File: config.mk
export PLATFORM = sky130hd
export DESIGN_NAME = alu_sched
export DESIGN_NICKNAME = d
export VERILOG_FILES = /design/src/rtl/alu_sched.sv
export SDC_FILE = /design/constraint.sdc
export NUM_CORES = 1
export LEC_CHECK = 0
export BUFFER_PORTS_ARGS = -buffer_cell sky130_fd_sc_hd__buf_4
export CAP_MARGIN = 20
export CORE_AREA = 2 2 118 120
export DETAILED_ROUTE_END_ITERATION = 6
export DIE_AREA = 0 0 120 122
export GPL_ROUTABILITY_DRIVEN = 0
export PLACE_DENSITY = 0.72
export SYNTH_ARGS = -nofsm -noshare
export SYNTH_HDL_FRONTEND = slang
export SYNTH_SLANG_ARGS = --single-unit
File: constraint.sdc
create_clock -name clk -period 3.4 [get_ports clk]
set_input_delay 0.68 -clock clk [delete_from_list [all_inputs] [get_ports clk]]
set_output_delay 0.68 -clock clk [all_outputs]
set_load 0.02 [all_outputs]
File: src/rtl/alu_sched.sv
// alu_sched: round-robin scheduler sharing one ALU between NREQ requesters.
// One op in flight at a time; each op is tagged with a fresh non-zero key and
// completes when the ALU echoes that key, or is abandoned after TIMEOUT cycles.
`timescale 1ns/1ps

module alu_sched #(
   parameter int NREQ    = 2,
   parameter int TIMEOUT = 255
) (
   input  logic                 clk,
   input  logic                 rst,
   input  logic [NREQ-1:0]      req_valid_i,
   output logic [NREQ-1:0]      req_ready_o,
   input  logic [8*NREQ-1:0]    req_op_i,
   input  logic [32*NREQ-1:0]   req_A_i,
   input  logic [32*NREQ-1:0]   req_B_i,
   output logic [NREQ-1:0]      resp_valid_o,
   output logic [31:0]          resp_data_o,
   output logic                 resp_err_o,
   output logic [7:0]           op_o,
   output logic [7:0]           key_o,
   output logic [31:0]          A_o,
   output logic [31:0]          B_o,
   input  logic [7:0]           keyback_i,
   input  logic [31:0]          res_i,
   output logic                 busy_o
);

   // Parameter sanity: a zero-requester or sub-2-cycle timeout build is meaningless.
   if (NREQ < 1) begin : g_bad_nreq
      $fatal(1, "alu_sched: NREQ must be >= 1");
   end
   if (TIMEOUT < 2) begin : g_bad_timeout
      $fatal(1, "alu_sched: TIMEOUT must be >= 2");
   end

   localparam int PW = (NREQ > 1) ? $clog2(NREQ) : 1;
   localparam int CW = $clog2(TIMEOUT);

   typedef enum logic [1:0] {S_IDLE, S_WAIT, S_RESP} state_t;

   state_t          state_q, state_d;
   logic [PW-1:0]   rr_ptr_q;
   logic [PW-1:0]   owner_q;
   logic [PW-1:0]   grant_idx;
   logic            grant_any;
   logic            handshake;
   logic [CW-1:0]   cnt_q;
   logic            key_match;
   logic            cnt_expired;
   logic [7:0]      next_key;

   // Key 0 is reserved for reset, so the sequence wraps 255 -> 1.
   assign next_key    = (key_o == 8'hFF) ? 8'h01 : key_o + 8'h01;
   assign key_match   = (keyback_i == key_o);
   assign cnt_expired = (cnt_q == CW'(TIMEOUT - 1));
   assign handshake   = (state_q == S_IDLE) && grant_any;
   assign busy_o      = (state_q != S_IDLE);

   // Round-robin search: first valid requester starting just after rr_ptr_q.
   always_comb begin
      int            idx;
      logic [PW-1:0] idx_p;
      // NOTE: every variable assigned in always_comb gets a default first so no
      // path leaves it holding an old value, which would infer a latch.
      grant_any = 1'b0;
      grant_idx = '0;
      idx       = 0;
      idx_p     = '0;
      for (int k = 1; k <= NREQ; k++) begin
         idx   = (int'(rr_ptr_q) + k) % NREQ;
         idx_p = PW'(idx);
         if (!grant_any && req_valid_i[idx_p]) begin
            grant_any = 1'b1;
            grant_idx = idx_p;
         end
      end
   end

   // Next-state logic plus the combinational grant and response strobes.
   always_comb begin
      state_d      = state_q;
      req_ready_o  = '0;
      resp_valid_o = '0;
      case (state_q)
         S_IDLE: begin
            if (grant_any) begin
               req_ready_o[grant_idx] = 1'b1;
               state_d                = S_WAIT;
            end
         end
         S_WAIT: begin
            if (key_match || cnt_expired) state_d = S_RESP;
         end
         S_RESP: begin
            resp_valid_o[owner_q] = 1'b1;
            state_d               = S_IDLE;
         end
         default: state_d = S_IDLE;
      endcase
   end

   // State register.
   always_ff @(posedge clk) begin
      // NOTE: sequential state uses non-blocking assignments so every register
      // samples pre-edge values regardless of statement order.
      if (rst) state_q <= S_IDLE;
      else     state_q <= state_d;
   end

   // Datapath: capture the granted request, track the timeout, capture results.
   always_ff @(posedge clk) begin
      if (rst) begin
         op_o        <= '0;
         key_o       <= '0;
         A_o         <= '0;
         B_o         <= '0;
         resp_data_o <= '0;
         resp_err_o  <= 1'b0;
         rr_ptr_q    <= PW'(NREQ - 1);
         owner_q     <= '0;
         cnt_q       <= '0;
      end else begin
         case (state_q)
            S_IDLE: begin
               if (handshake) begin
                  op_o     <= req_op_i[int'(grant_idx)*8 +: 8];
                  A_o      <= req_A_i[int'(grant_idx)*32 +: 32];
                  B_o      <= req_B_i[int'(grant_idx)*32 +: 32];
                  key_o    <= next_key;
                  owner_q  <= grant_idx;
                  rr_ptr_q <= grant_idx;
                  cnt_q    <= '0;
               end
            end
            S_WAIT: begin
               if (key_match) begin
                  resp_data_o <= res_i;
                  resp_err_o  <= 1'b0;
               end else if (cnt_expired) begin
                  resp_data_o <= '0;
                  resp_err_o  <= 1'b1;
               end else begin
                  cnt_q <= cnt_q + 1'b1;
               end
            end
            default: ;
         endcase
      end
   end

endmodule
Word level (Yosys, flattened, before mapping)
Cells that the tools add are included.
{ "classes": {"n_addsub": 4, "order_cmp": 6, "eq_ne": 10, "n_shift": 3, "muxes": 27, "n_reduce_logical": 14} }
{ "op_table": {"columns": ["cell", "count"], "rows": [
  ["64-bit by 7-bit variable part select with 32-bit output", 2],
  ["32-bit two-way mux", 2],
  ["8-bit two-way mux", 4],
  ["8-bit by 1-bit adder with 8-bit output, second input constant", 2],
  ["8-bit equality test, second input constant", 2],
  ["8-bit one-hot mux with 2 select lines", 1],
  ["16-bit by 5-bit variable part select with 8-bit output", 1],
  ["1-bit two-way mux", 12],
  ["2-bit two-way mux", 5],
  ["2-bit inequality test, second input constant", 5],
  ["8-bit equality test", 1],
  ["1-bit by 2-bit less-than comparator with 1-bit output, second input constant", 4],
  ["2-bit AND reduction", 3],
  ["2-bit nonzero test", 3],
  ["1-bit logical AND", 4],
  ["2-bit one-hot mux with 2 select lines", 1],
  ["4-bit AND reduction", 1],
  ["1-bit adder, second input constant", 2],
  ["1-bit demux with 1-bit select", 2],
  ["2-bit by 1-bit equality test with 1-bit output, second input constant", 1],
  ["2-bit equality test, second input constant", 1],
  ["1-bit >= comparator, second input constant", 2],
  ["2-bit zero test", 1],
  ["1-bit zero test", 1],
  ["1-bit logical OR", 1]
]} }
{ "word_totals": {"reg_bits": 125, "inputBits": 188, "output_inout_bits": 118, "wordCells": 74} }

Longest topological paths before layout
Gate-level depths: netlist of run 1.
{ "depth": {"ltp_word": 13, "ltp_mapped": 8, "depth_no_buf": 7} }

Worst setup path before layout of run 1
Ideal clock, no wire load.
{ "synth_path": {"path_type": "input-to-output", "from": "input req_valid_i[1]", "to": "output req_ready_o[1]", "arrival_time_ns": 1.782, "path_slack_ns": 0.938, "cell_stages": 5, "n_path_buf": 3, "cell_sequence": "a21boi_0 > clkbuf_1 > and2_1 > clkbuf_1 > clkbuf_1"} }
{ "synth_between": {"elab_chain_cells": 12, "elab_cells_between_ends": 17} }
{ "synth_lines": {"columns": ["item", "line_no", "text"], "rows": [
  ["start, declared", "12", "input logic [NREQ-1:0] req_valid_i,"],
  ["1-bit two-way mux (not written as such) (2 in series)", "73", "if (!grant_any && req_valid_i[idx_p]) begin"],
  ["1-bit two-way mux", "73", null],
  ["1-bit zero test", "73", null],
  ["1-bit logical AND", "73", null],
  ["1-bit two-way mux", "73", null],
  ["1-bit by 2-bit less-than comparator with 1-bit output (not written as such) or 1-bit >= comparator (tied branches)", "88", "req_ready_o[grant_idx] = 1'b1;"],
  ["1-bit logical AND (not written as such)", "88", null],
  ["1-bit two-way mux (not written as such)", "88", null],
  ["1-bit demux with 1-bit select", "88", null],
  ["2-bit two-way mux *", "87", "if (grant_any) begin"],
  ["2-bit two-way mux *", "85", "case (state_q)"],
  ["end, declared", "13", "output logic [NREQ-1:0] req_ready_o,"]
]} }
Mark *: on every way between the ends. The rest lies on a longest branch, timed or not. The select of a mux whose other input is x is not followed.

Worst setup path after layout of run 1
{ "layout_path": {"from": "register key_o[7]", "to": "register resp_data_o[22]"} }
{ "layout_between": {"elab_chain_cells": 3, "elab_cells_between_ends": 4} }
{ "layout_lines": {"columns": ["item", "line_no", "text"], "rows": [
  ["start, declared", "21", "output logic [7:0] key_o,"],
  ["start signal, assigned", "130", "key_o <= next_key;"],
  ["8-bit equality test *", "55", "assign key_match = (keyback_i == key_o);"],
  ["2-bit nonzero test (no source line)", null, null],
  ["2-bit AND reduction (no source line)", null, null],
  ["end signal, assigned", "138", "resp_data_o <= res_i;"],
  ["end, declared", "18", "output logic [31:0] resp_data_o,"]
]} }
Mark *: on every way between the ends. The rest lies on a longest branch, timed or not.
A chain may end at the register's enable or synchronous reset.

==> results of run 1 <==
[worst max-delay path, delay by kind of cell, from the launching register on]
family | cells | cell delay, ns
buf+inv | 1 | 0.32
flops | 1 | 0.47
xor+xnor | 1 | 0.13
simple gates | 3 | 1.02
compound gates | 1 | 0.15
[metal layers]
layer	wire length (µm)	share of wire	vias to the layer above
met3	1230	0.074	34
li1	-	-	2655
met2	8340	0.50	251
met4	377	0.023	0
met5	0	0	-
met1	6660	0.40	2609
[area by class of cell]
class                      count  area [µm²]  share of cell area
inverter                       6        22.5             0.00276
sequential                   125        2500               0.306
clock buffer                  21         460              0.0564
multi-input combinational    374        2410               0.295
timing repair buffer         317        2380               0.291
clock inverter                11         165              0.0202
tap                          180         225              0.0276
[placed cells by master, fill, tap and decap left out, types with 8 or more instances in the layout]
master / n
nand2_1: 8
dfxtp_1: 125
a222oi_1: 41
clkbuf_16: 17
xor2_1: 11
a21oi_1: 38
nand3_1: 73
buf_4: 316
mux2i_1: 31
nor2_1: 81
a211oi_1: 31
[how the worst max path moves through the flow]
stage          slack (ns)  depth (start not counted)              end      startpoint
5_1_grt              1.02                          6  resp_data_o[22]        key_o[7]
3_3_place_gp         0.97                          7         cnt_q[5]    keyback_i[7]
3_5_place_dp         0.86                          7  resp_data_o[22]    keyback_i[7]
6_report             1.23                          6  resp_data_o[22]        key_o[7]
2_1_floorplan        0.94                          5   req_ready_o[1]  req_valid_i[1]
4_1_cts              1.21                          6  resp_data_o[22]        key_o[7]
[metrics by stage]
step / setup slack, ns / power, W
after CTS: 1.21 / 0.00431
final: 1.23 / 0.00426
after global routing: 1.02 / 0.00445
after floorplan: 0.938 / 0.00202
after global placement: 0.970 / 0.00240
after detailed placement: 0.862 / 0.00241
[cells by family after synthesis]
| group | count (synthesis) | share of synthesized area |
|---|---|---|
| simple gates | 191 | 0.175 |
| compound gates | 134 | 0.195 |
| flops | 125 | 0.486 |
| buf+inv | 63 | 0.0513 |
| mux | 31 | 0.0603 |
| xor+xnor | 15 | 0.0255 |
| fa+ha+maj | 3 | 0.00729 |
[sequential cells by signal (all words and copies together), names as in the netlist, 2 cells and up]
register,flops
state_q,2
A_o,32
cnt_q,8
resp_data_o,32
op_o,8
key_o,8
B_o,32
[power by group through the flow]
stage	combinational (W)	clock, W	sequential [W]
floorplan	0.000281	0	0.00174
global placement	0.000754	0	0.00164
detailed placement	0.000766	0	0.00164
CTS	0.000766	0.00192	0.00162
global route	0.000822	0.00200	0.00163
finish	0.000764	0.00188	0.00162
[cells in the mapped netlist, drive strengths merged (4+ instances only)]
master  count
dfxtp     125
nor2       82
nand3      73
clkbuf     44
a222oi     41
a21oi      38
a211oi     31
mux2i      31
buf        13
xor2       11
nand2       8
o211ai      7
inv         6
a31oi       5
or4         5
and2        4
nand4       4
o21ai       4
xnor2       4
==> flow_metrics.py, run 1 <==
metrics = {
    "sta": {
        "whs_ns": 0.469,
        "fmax_mhz": 462,
        "tightest_slew_ns": 0.972,
        "slew_viol_final": 0,
        "skew_ns": 0.00611,
        "setup_viol": 0,
        "min_period_over_period": 0.637,
        "fin_setup_tns_ns": 0,
        "slew_headroom": 0.351,
        "period_needed_ns": 2.17,
        "rsz0062_at_grt": "no",
        "hold_viol": 0,
    },
    "critical_path": {
        "critPathArrivalTime_ns": 2.49,
        "timing.rr.start": "key_o[7]",
        "max_stage_delay_ns": 0.53,
        "r2r_slack_ns": 1.23,
        "cp_cell_sequence": "xor2_1 > nor4_2 > and2_1 > buf_4 > nand3_1 > a21oi_1",
        "end_kind": "flop",
        "worstSetupStartpointType": "flop",
        "crit_type": "reg -> reg",
        "worstReg2RegEnd": "resp_data_o[22]",
        "crit_fanout": 23,
        "cpMaxStageDelayCell": "nor4_2",
        "cp.required_ns": 3.73,
        "reg2regPathDepth": 6,
    },
    "cells_and_area": {
        "nets": 1032,
        "stdcell_count": 1034,
        "drive_gt1_frac": 0.418,
        "stdcell_area_um2": 8170,
        "fin_util": 0.605,
        "area_growth_pct": 58.6,
        "fill_cells": 1186,
        "antennaDiodeCount": 0,
    },
    "clock_tree": {
        "cts.path.max_buffers": 2,
        "clk_pin_slew_ns": 0.05,
        "post_cts_buffers": 0,
        "clock_latency_ns": 0.41,
        "ctsResizeCount": 0,
        "root_buffer": "clkbuf_16",
        "hold_buffers": 0,
        "ctsHtreeMaxLevel": 4,
        "cts_buffers": 17,
        "clkSinkCount": 125,
        "cts_tree": "yes",
    },
    "grt": {
        "met1_usage": 0.258,
        "track_usage": 0.221,
        "use_met3": 0.0604,
        "antenna_found_initial": 0,
        "grt_pass1_vias": 5422,
        "grt_first_pass_wirelength_um": 25900,
        "global_route.peak_usage_layer": "met2",
        "met2_usage": 0.377,
        "grt-ovfl-total": 0,
        "grt_start_max_net_pins": 84,
    },
    "synth": {
        "yosysTopAreaCellShare": 0.486,
        "postSynth.asyncResetShare": 0,
        "yosys_warnings": 0,
        "synth-seq-cells": 125,
        "yosysSeqAreaShare": 0.486,
        "yosys.area.top_type": "dfxtp_1",
        "synth_nets": 753,
        "syn_avg_cell_area_um2": 9.16,
        "synth_area_leaders": "dfxtp_1, a222oi_1, nand3_1, mux2i_1, nor2_1",
        "synth_ff_type": "dfxtp_1",
        "synth_cell_types": 41,
        "synth_edf_count": 0,
        "synth_area_um2": 5150,
        "postSynthCellCount": 562,
    },
    "pwr": {
        "ir_drop_uv": 299,
        "power_density_nw_per_um2": 522,
        "combPwrFrac": 0.179,
        "power_frac_clock": 0.442,
        "internal-power_w": 0.00319,
        "leakagePower_nw": 3.61,
        "swShare": 0.252,
        "seqPwrFrac": 0.379,
        "p_sw_w": 0.00107,
    },
    "place": {
        "dp_hpwl_um": 12100,
        "placed_cells": 1001,
        "place_area_um2": 7530,
        "io_buffers": 305,
    },
    "drt": {
        "vias": 5549,
        "route.detailed.drc": 8,
        "wl_per_cell_um": 16.1,
        "routed_wl_um": 16600,
        "viasPerCell": 5.37,
        "drt_iter0_drc": 550,
        "dr.pass1.iters": 7,
        "ant_nets": 0,
    },
    "job": {
        "maxCapViolations": 0,
    },
    "floorplanning": {
        "dieArea_um2": 14600,
        "num_rows": 43,
        "design.core.area_um2": 13500,
        "io_pins": 306,
        "die_h_um": 122,
        "start_util": 0.381,
        "fp.dieW_um": 120,
    },
    "status": {
        "violations": "design-rule violations",
        "status": "complete, but fails checks",
    },
    "hold_path": {
        "min_path_type": "reg -> reg",
        "hp-start": "resp_data_o[28]",
        "whs_endpoint": "resp_data_o[28]",
        "holdPathStages": 2,
    },
}
Power figures use the tool's default switching activity.
==> run 2: changes to the inputs <==
CORE_AREA = unset   (was 2 2 118 120)
CORE_MARGIN = 2   (was unset)
CORE_UTILIZATION = 39   (was unset)
DIE_AREA = unset   (was 0 0 120 122)
PLACE_DENSITY = 0.76   (was 0.72)
clock period = 1.85 ns   (was 3.4 ns; I/O delays follow)
==> flow_metrics.py, run 2 (synthesis gave the netlist of run 1 again) <==
metrics = {
    "status": {
        "status": "complete, but fails checks",
        "violations": "design-rule violations",
    },
    "floorplanning": {
        "design.core.area_um2": 12800,
        "num_rows": 41,
        "dieArea_um2": 14100,
        "fp.dieW_um": 119,
        "die_h_um": 119,
        "start_util": 0.403,
        "io_pins": 306,
    },
    "sta": {
        "setup_viol": 0,
        "whs_ns": 0.198,
        "rsz0062_at_grt": "no",
        "period_needed_ns": 1.79,
        "hold_viol": 0,
        "min_period_over_period": 0.967,
        "slew_headroom": 0.671,
        "skew_ns": 0.00727,
        "setup_slack_ns": 0.0604,
        "tightest_slew_ns": 0.494,
        "slew_viol_final": 0,
        "fmax_mhz": 559,
        "fin_setup_tns_ns": 0,
    },
    "drt": {
        "highest_layer": "met4",
        "vias": 5697,
        "wl_per_cell_um": 16.8,
        "drt_iter0_drc": 441,
        "wl_met1_um": 6850,
        "wl_met2_um": 8890,
        "route.detailed.drc": 20,
        "ant_nets": 0,
        "met3_length_um": 1210,
        "viasPerCell": 5.47,
        "routed_wl_um": 17500,
        "dr.pass1.iters": 7,
    },
    "place": {
        "dp_hpwl_um": 13000,
        "preCtsSetupSlack_ns": -0.206,
        "io_buffers": 305,
        "placed_cells": 1009,
    },
    "critical_path": {
        "end_kind": "flop",
        "r2r_slack_ns": 0.06,
        "timing.rr.start": "key_o[5]",
        "cp.required_ns": 2.19,
        "worstReg2RegEnd": "cnt_q[6]",
        "critPathArrivalTime_ns": 2.13,
        "worstSetupStartpointType": "flop",
        "reg2regPathDepth": 7,
        "crit_type": "reg -> reg",
        "crit_fanout": 11,
    },
    "grt": {
        "track_usage": 0.243,
        "antenna_found_initial": 0,
        "grt_pass1_vias": 5595,
        "grt_start_max_net_pins": 63,
        "grt-ovfl-total": 0,
        "grt_first_pass_wirelength_um": 27700,
    },
    "clock_tree": {
        "clock_latency_ns": 0.41,
        "cts_buffers": 17,
        "clk_pin_slew_ns": 0.06,
        "hold_buffers": 0,
        "ctsHtreeMaxLevel": 4,
        "clkSinkCount": 125,
        "cts_tree": "yes",
        "root_buffer": "clkbuf_16",
        "cts.path.max_buffers": 2,
    },
    "cells_and_area": {
        "drive_gt1_frac": 0.447,
        "final_cell_mix": "buf_4, dfxtp_1, nor2_1, nand3_1, a222oi_1",
        "area_growth_pct": 64.4,
        "antennaDiodeCount": 0,
        "stdcell_count": 1042,
        "nets": 1048,
        "final_common_cell": "buf_4",
        "reg.largest.list": "A_o x32, B_o x32, resp_data_o x32",
    },
    "pwr": {
        "power_density_nw_per_um2": 956,
        "swShare": 0.253,
        "ir_drop_uv": 506,
        "combPwrFrac": 0.184,
        "seqPwrFrac": 0.367,
        "p_sw_w": 0.00204,
        "internal-power_w": 0.00605,
        "power_frac_clock": 0.449,
        "leakagePower_nw": 3.75,
    },
    "job": {
        "maxCapViolations": 0,
    },
    "hold_path": {
        "min_path_type": "in -> reg",
        "holdPathStages": 3,
        "hp-start": "req_B_i[38]",
        "whs_endpoint": "B_o[6]",
    },
}
run 2: changes by cell type in the layout (fill, tap and decap cells not counted), moves of 3 or more:
cell,delta
xor2_2,+5
dfxtp_1,-4
dfxtp_2,+3
buf_12,+6
xor2_1,-5
buf_4,+9
run 2: power by group through the flow:
stage | Sequential (W) | Combinational, W | Clock, W
final | 0.00297 | 0.00149 | 0.00363
after global routing | 0.00298 | 0.00159 | 0.00382
after CTS | 0.00297 | 0.00149 | 0.00369
after detailed placement | 0.00302 | 0.00147 | 0
after global placement | 0.00301 | 0.00144 | 0
after floorplan | 0.00320 | 0.000516 | 0
run 2: worst max-delay path by stage:
stage | start | to | slack [ns] | depth (start not counted)
after floorplan | req_valid_i[1] | req_ready_o[1] | 0.008 | 5
after global routing | key_o[0] | resp_data_o[29] | 0.005 | 6
after CTS | key_o[7] | cnt_q[5] | -0.01 | 7
after detailed placement | keyback_i[3] | resp_data_o[7] | -0.21 | 7
final | key_o[5] | cnt_q[6] | 0.06 | 7
after global placement | keyback_i[7] | cnt_q[6] | -0.11 | 8
run 2: critical path, cell delays in order (launching register included):
cell and delay, ns:
dfxtp_2 0.36, xor2_1 0.17, nor4_2 0.07, buf_4 0.15, and2_4 0.16, buf_8 0.14, or4_1 0.50, a31oi_1 0.16
run 2: layout make-up:
type	instances	area, µm²
Sequential cell	125	2510
Timing Repair Buffer	333	2590
Inverter	6	22.5
Tap cell	172	215
Multi-Input combinational cell	374	2480
Clock inverter	11	189
Fill cell	1009	4310
Clock buffer	21	460
run 2: through the flow:
step                      instance area, µm²   util  power [W]
final                                   8460  0.663    0.00809
after global placement                  7720  0.604    0.00445
after detailed placement                7720  0.604    0.00449
after global routing                    8460  0.663    0.00840
after CTS                               8430  0.660    0.00815
after floorplan                         5150      -    0.00372
run 2: what timing repair did:
item | CTS | global route
gates resized for setup | 13 | 11
setup buffers | 0 | 1
endpoints found under the setup margin | 31 | 32
pin swaps | 2 | 5
run 2: routing by layer:
layer,up-vias,GRT usage
met2,280,0.421
met4,0,0.110
met3,47,0.0733
li1,2684,-
met1,2686,0.273
met5,-,0
==> run 3: changes to the inputs <==
ABC_AREA = 1   (was unset)
CORE_UTILIZATION = 40   (was 39)
PLACE_DENSITY = 0.77   (was 0.76)
==> flow_metrics.py, run 3 <==
metrics = {
    "place": {
        "placed_cells": 1164,
        "io_buffers": 305,
        "preCtsSetupSlack_ns": 0.220,
        "dp_hpwl_um": 12700,
    },
    "sta": {
        "min_period_over_period": 0.958,
        "fmax_mhz": 564,
        "setup_viol": 0,
        "slew_viol_final": 0,
        "slew_headroom": 0.654,
        "skew_ns": 0.00968,
        "tightest_slew_ns": 0.519,
        "fin_setup_tns_ns": 0,
        "rsz0062_at_grt": "no",
        "hold_viol": 0,
        "whs_ns": 0.210,
        "period_needed_ns": 1.77,
        "setup_slack_ns": 0.0782,
    },
    "pwr": {
        "leakagePower_nw": 3.79,
        "seqPwrFrac": 0.379,
        "power_frac_clock": 0.437,
        "p_sw_w": 0.00204,
        "internal-power_w": 0.00583,
        "combPwrFrac": 0.184,
        "power_density_nw_per_um2": 926,
        "swShare": 0.260,
        "ir_drop_uv": 708,
    },
    "synth": {
        "syn_avg_cell_area_um2": 7.52,
        "synth_top_cells_by_count": "nand2_1, dfxtp_1, nand3_1, a31oi_1, o21ai_0",
        "yosysSeqAreaShare": 0.465,
        "yosys_warnings": 0,
        "yosysTopAreaCellShare": 0.465,
        "synth_most_common_cell": "nand2_1",
        "yosys.area.top_type": "dfxtp_1",
        "synth_nets": 906,
        "synth_cell_types": 32,
        "synth_area_leaders": "dfxtp_1, nand2_1, a31oi_1, nand3_1, o21ai_0",
        "synth_edf_count": 0,
        "synth_area_um2": 5380,
        "postSynth.asyncResetShare": 0,
        "postSynthCellCount": 715,
        "synth_ff_type": "dfxtp_1",
        "synth-seq-cells": 125,
    },
    "grt": {
        "grt_first_pass_wirelength_um": 28300,
        "track_usage": 0.247,
        "grt_pass1_vias": 5716,
        "antenna_found_initial": 0,
        "grt-ovfl-total": 0,
        "grt_start_max_net_pins": 81,
    },
    "cells_and_area": {
        "area_growth_pct": 58.1,
        "drive_gt1_frac": 0.389,
        "reg.largest.list": "A_o x32, B_o x32, resp_data_o x32",
        "stdcell_count": 1195,
        "antennaDiodeCount": 0,
        "nets": 1199,
        "final_common_cell": "buf_4",
        "final_cell_mix": "buf_4, nand2_1, dfxtp_1, nand3_1, a31oi_1",
    },
    "critical_path": {
        "worst-path-stages": 6,
        "crit_family": "flip-flops",
        "cp_cell_sequence": "inv_2 > nand2_4 > nor2_4 > nand2_1 > inv_4 > buf_4",
        "end_kind": "output port",
        "crit_type": "reg -> out",
        "critPathArrivalTime_ns": 1.40,
        "reg2regPathDepth": 10,
        "worstSetupStartpointType": "flop",
        "max_stage_delay_ns": 0.34,
        "cp.required_ns": 1.48,
        "crit_fanout": 3,
        "path_buf_inv": 3,
        "cpMaxStageDelayCell": "dfxtp_1",
    },
    "clock_tree": {
        "root_buffer": "clkbuf_16",
        "clkSinkCount": 125,
        "clk_pin_slew_ns": 0.06,
        "cts_tree": "yes",
        "clock_latency_ns": 0.42,
        "cts_buffers": 17,
        "ctsHtreeMaxLevel": 4,
        "cts.path.max_buffers": 2,
    },
    "job": {
        "maxCapViolations": 0,
    },
    "floorplanning": {
        "design.core.area_um2": 13200,
        "num_rows": 42,
        "start_util": 0.408,
        "io_pins": 306,
        "dieArea_um2": 14400,
        "die_h_um": 120,
        "fp.dieW_um": 120,
    },
    "drt": {
        "wl_per_cell_um": 15.1,
        "route.detailed.drc": 0,
        "drt_iter0_drc": 447,
        "vias": 6016,
        "viasPerCell": 5.03,
        "dr.pass1.iters": 4,
        "routed_wl_um": 18000,
        "ant_nets": 0,
    },
    "status": {
        "status": "finished clean",
    },
    "hold_path": {
        "min_path_type": "in -> reg",
        "holdPathStages": 3,
    },
}
-- run 3: kinds of logic (layout without fill, tap and decap cells) --
group	after synthesis	after routing	synth area share
and+or+nand+nor	350	350	0.282
AOI/OAI and AO/OA	151	151	0.165
DFF	125	125	0.465
buffers and inverters	75	379	0.0633
xor gates and xnor gates	11	11	0.0179
adders and majority gates	3	3	0.00698
-- run 3: cell type report --
class	instances	area, µm²
Clock buffer	24	502
Clock inverter	6	108
Fill cell	1190	4690
Inverter	22	88.8
Multi-Input combinational cell	515	2550
Sequential cell	125	2500
Tap cell	176	220
Timing Repair Buffer	327	2530
-- run 3: worst paths after layout --
kind / start / to / slack [ns]
worst max-delay path: state_q[1] / req_ready_o[0] / 0.08
worst min-delay path: req_B_i[4] / B_o[4] / 0.21
worst max register to register: cnt_q[0] / cnt_q[1] / 0.28
worst min register to register: rr_ptr_q / rr_ptr_q / 0.48
-- run 3: metrics by stage --
stage / area (µm²) / total power (W) / utilization
after floorplan: 5380 / 0.00373 / -
after global placement: 7880 / 0.00447 / 0.597
after detailed placement: 7880 / 0.00448 / 0.597
after CTS: 8490 / 0.00793 / 0.644
after global routing: 8500 / 0.00821 / 0.644
final: 8500 / 0.00787 / 0.644
-- run 3: metal layers --
layer | part of all wire | track usage
met5 | 0 | 0
met4 | 0.029 | 0.105
met3 | 0.079 | 0.0760
met2 | 0.49 | 0.409
met1 | 0.40 | 0.296
-- run 3: worst register-to-register path, delay by kind of cell (launching register included) --
family | cells | cell delay [ns]
AOI/OAI and AO/OA | 1 | 0.17
adders and majority gates | 1 | 0.19
buffers and inverters | 2 | 0.15
DFF | 1 | 0.36
and+or+nand+nor | 6 | 0.59
-- run 3: power groups by stage --
stage,Combinational [W],Sequential [W],Clock [W]
after CTS,0.00145,0.00298,0.00349
after global routing,0.00157,0.00301,0.00363
final,0.00145,0.00299,0.00344
after global placement,0.00143,0.00304,0
after detailed placement,0.00144,0.00303,0
after floorplan,0.000512,0.00322,0
-- run 3: repair_timing --
| item | in CTS | in global routing |
|---|---|---|
| setup endpoints to repair | 1 | 1 |
| cloned | 0 | 0 |
| hold buffers | 0 | 0 |
| resized for setup | 1 | 1 |
| pin swaps | 0 | 1 |
| buffers inserted | 1 | 0 |
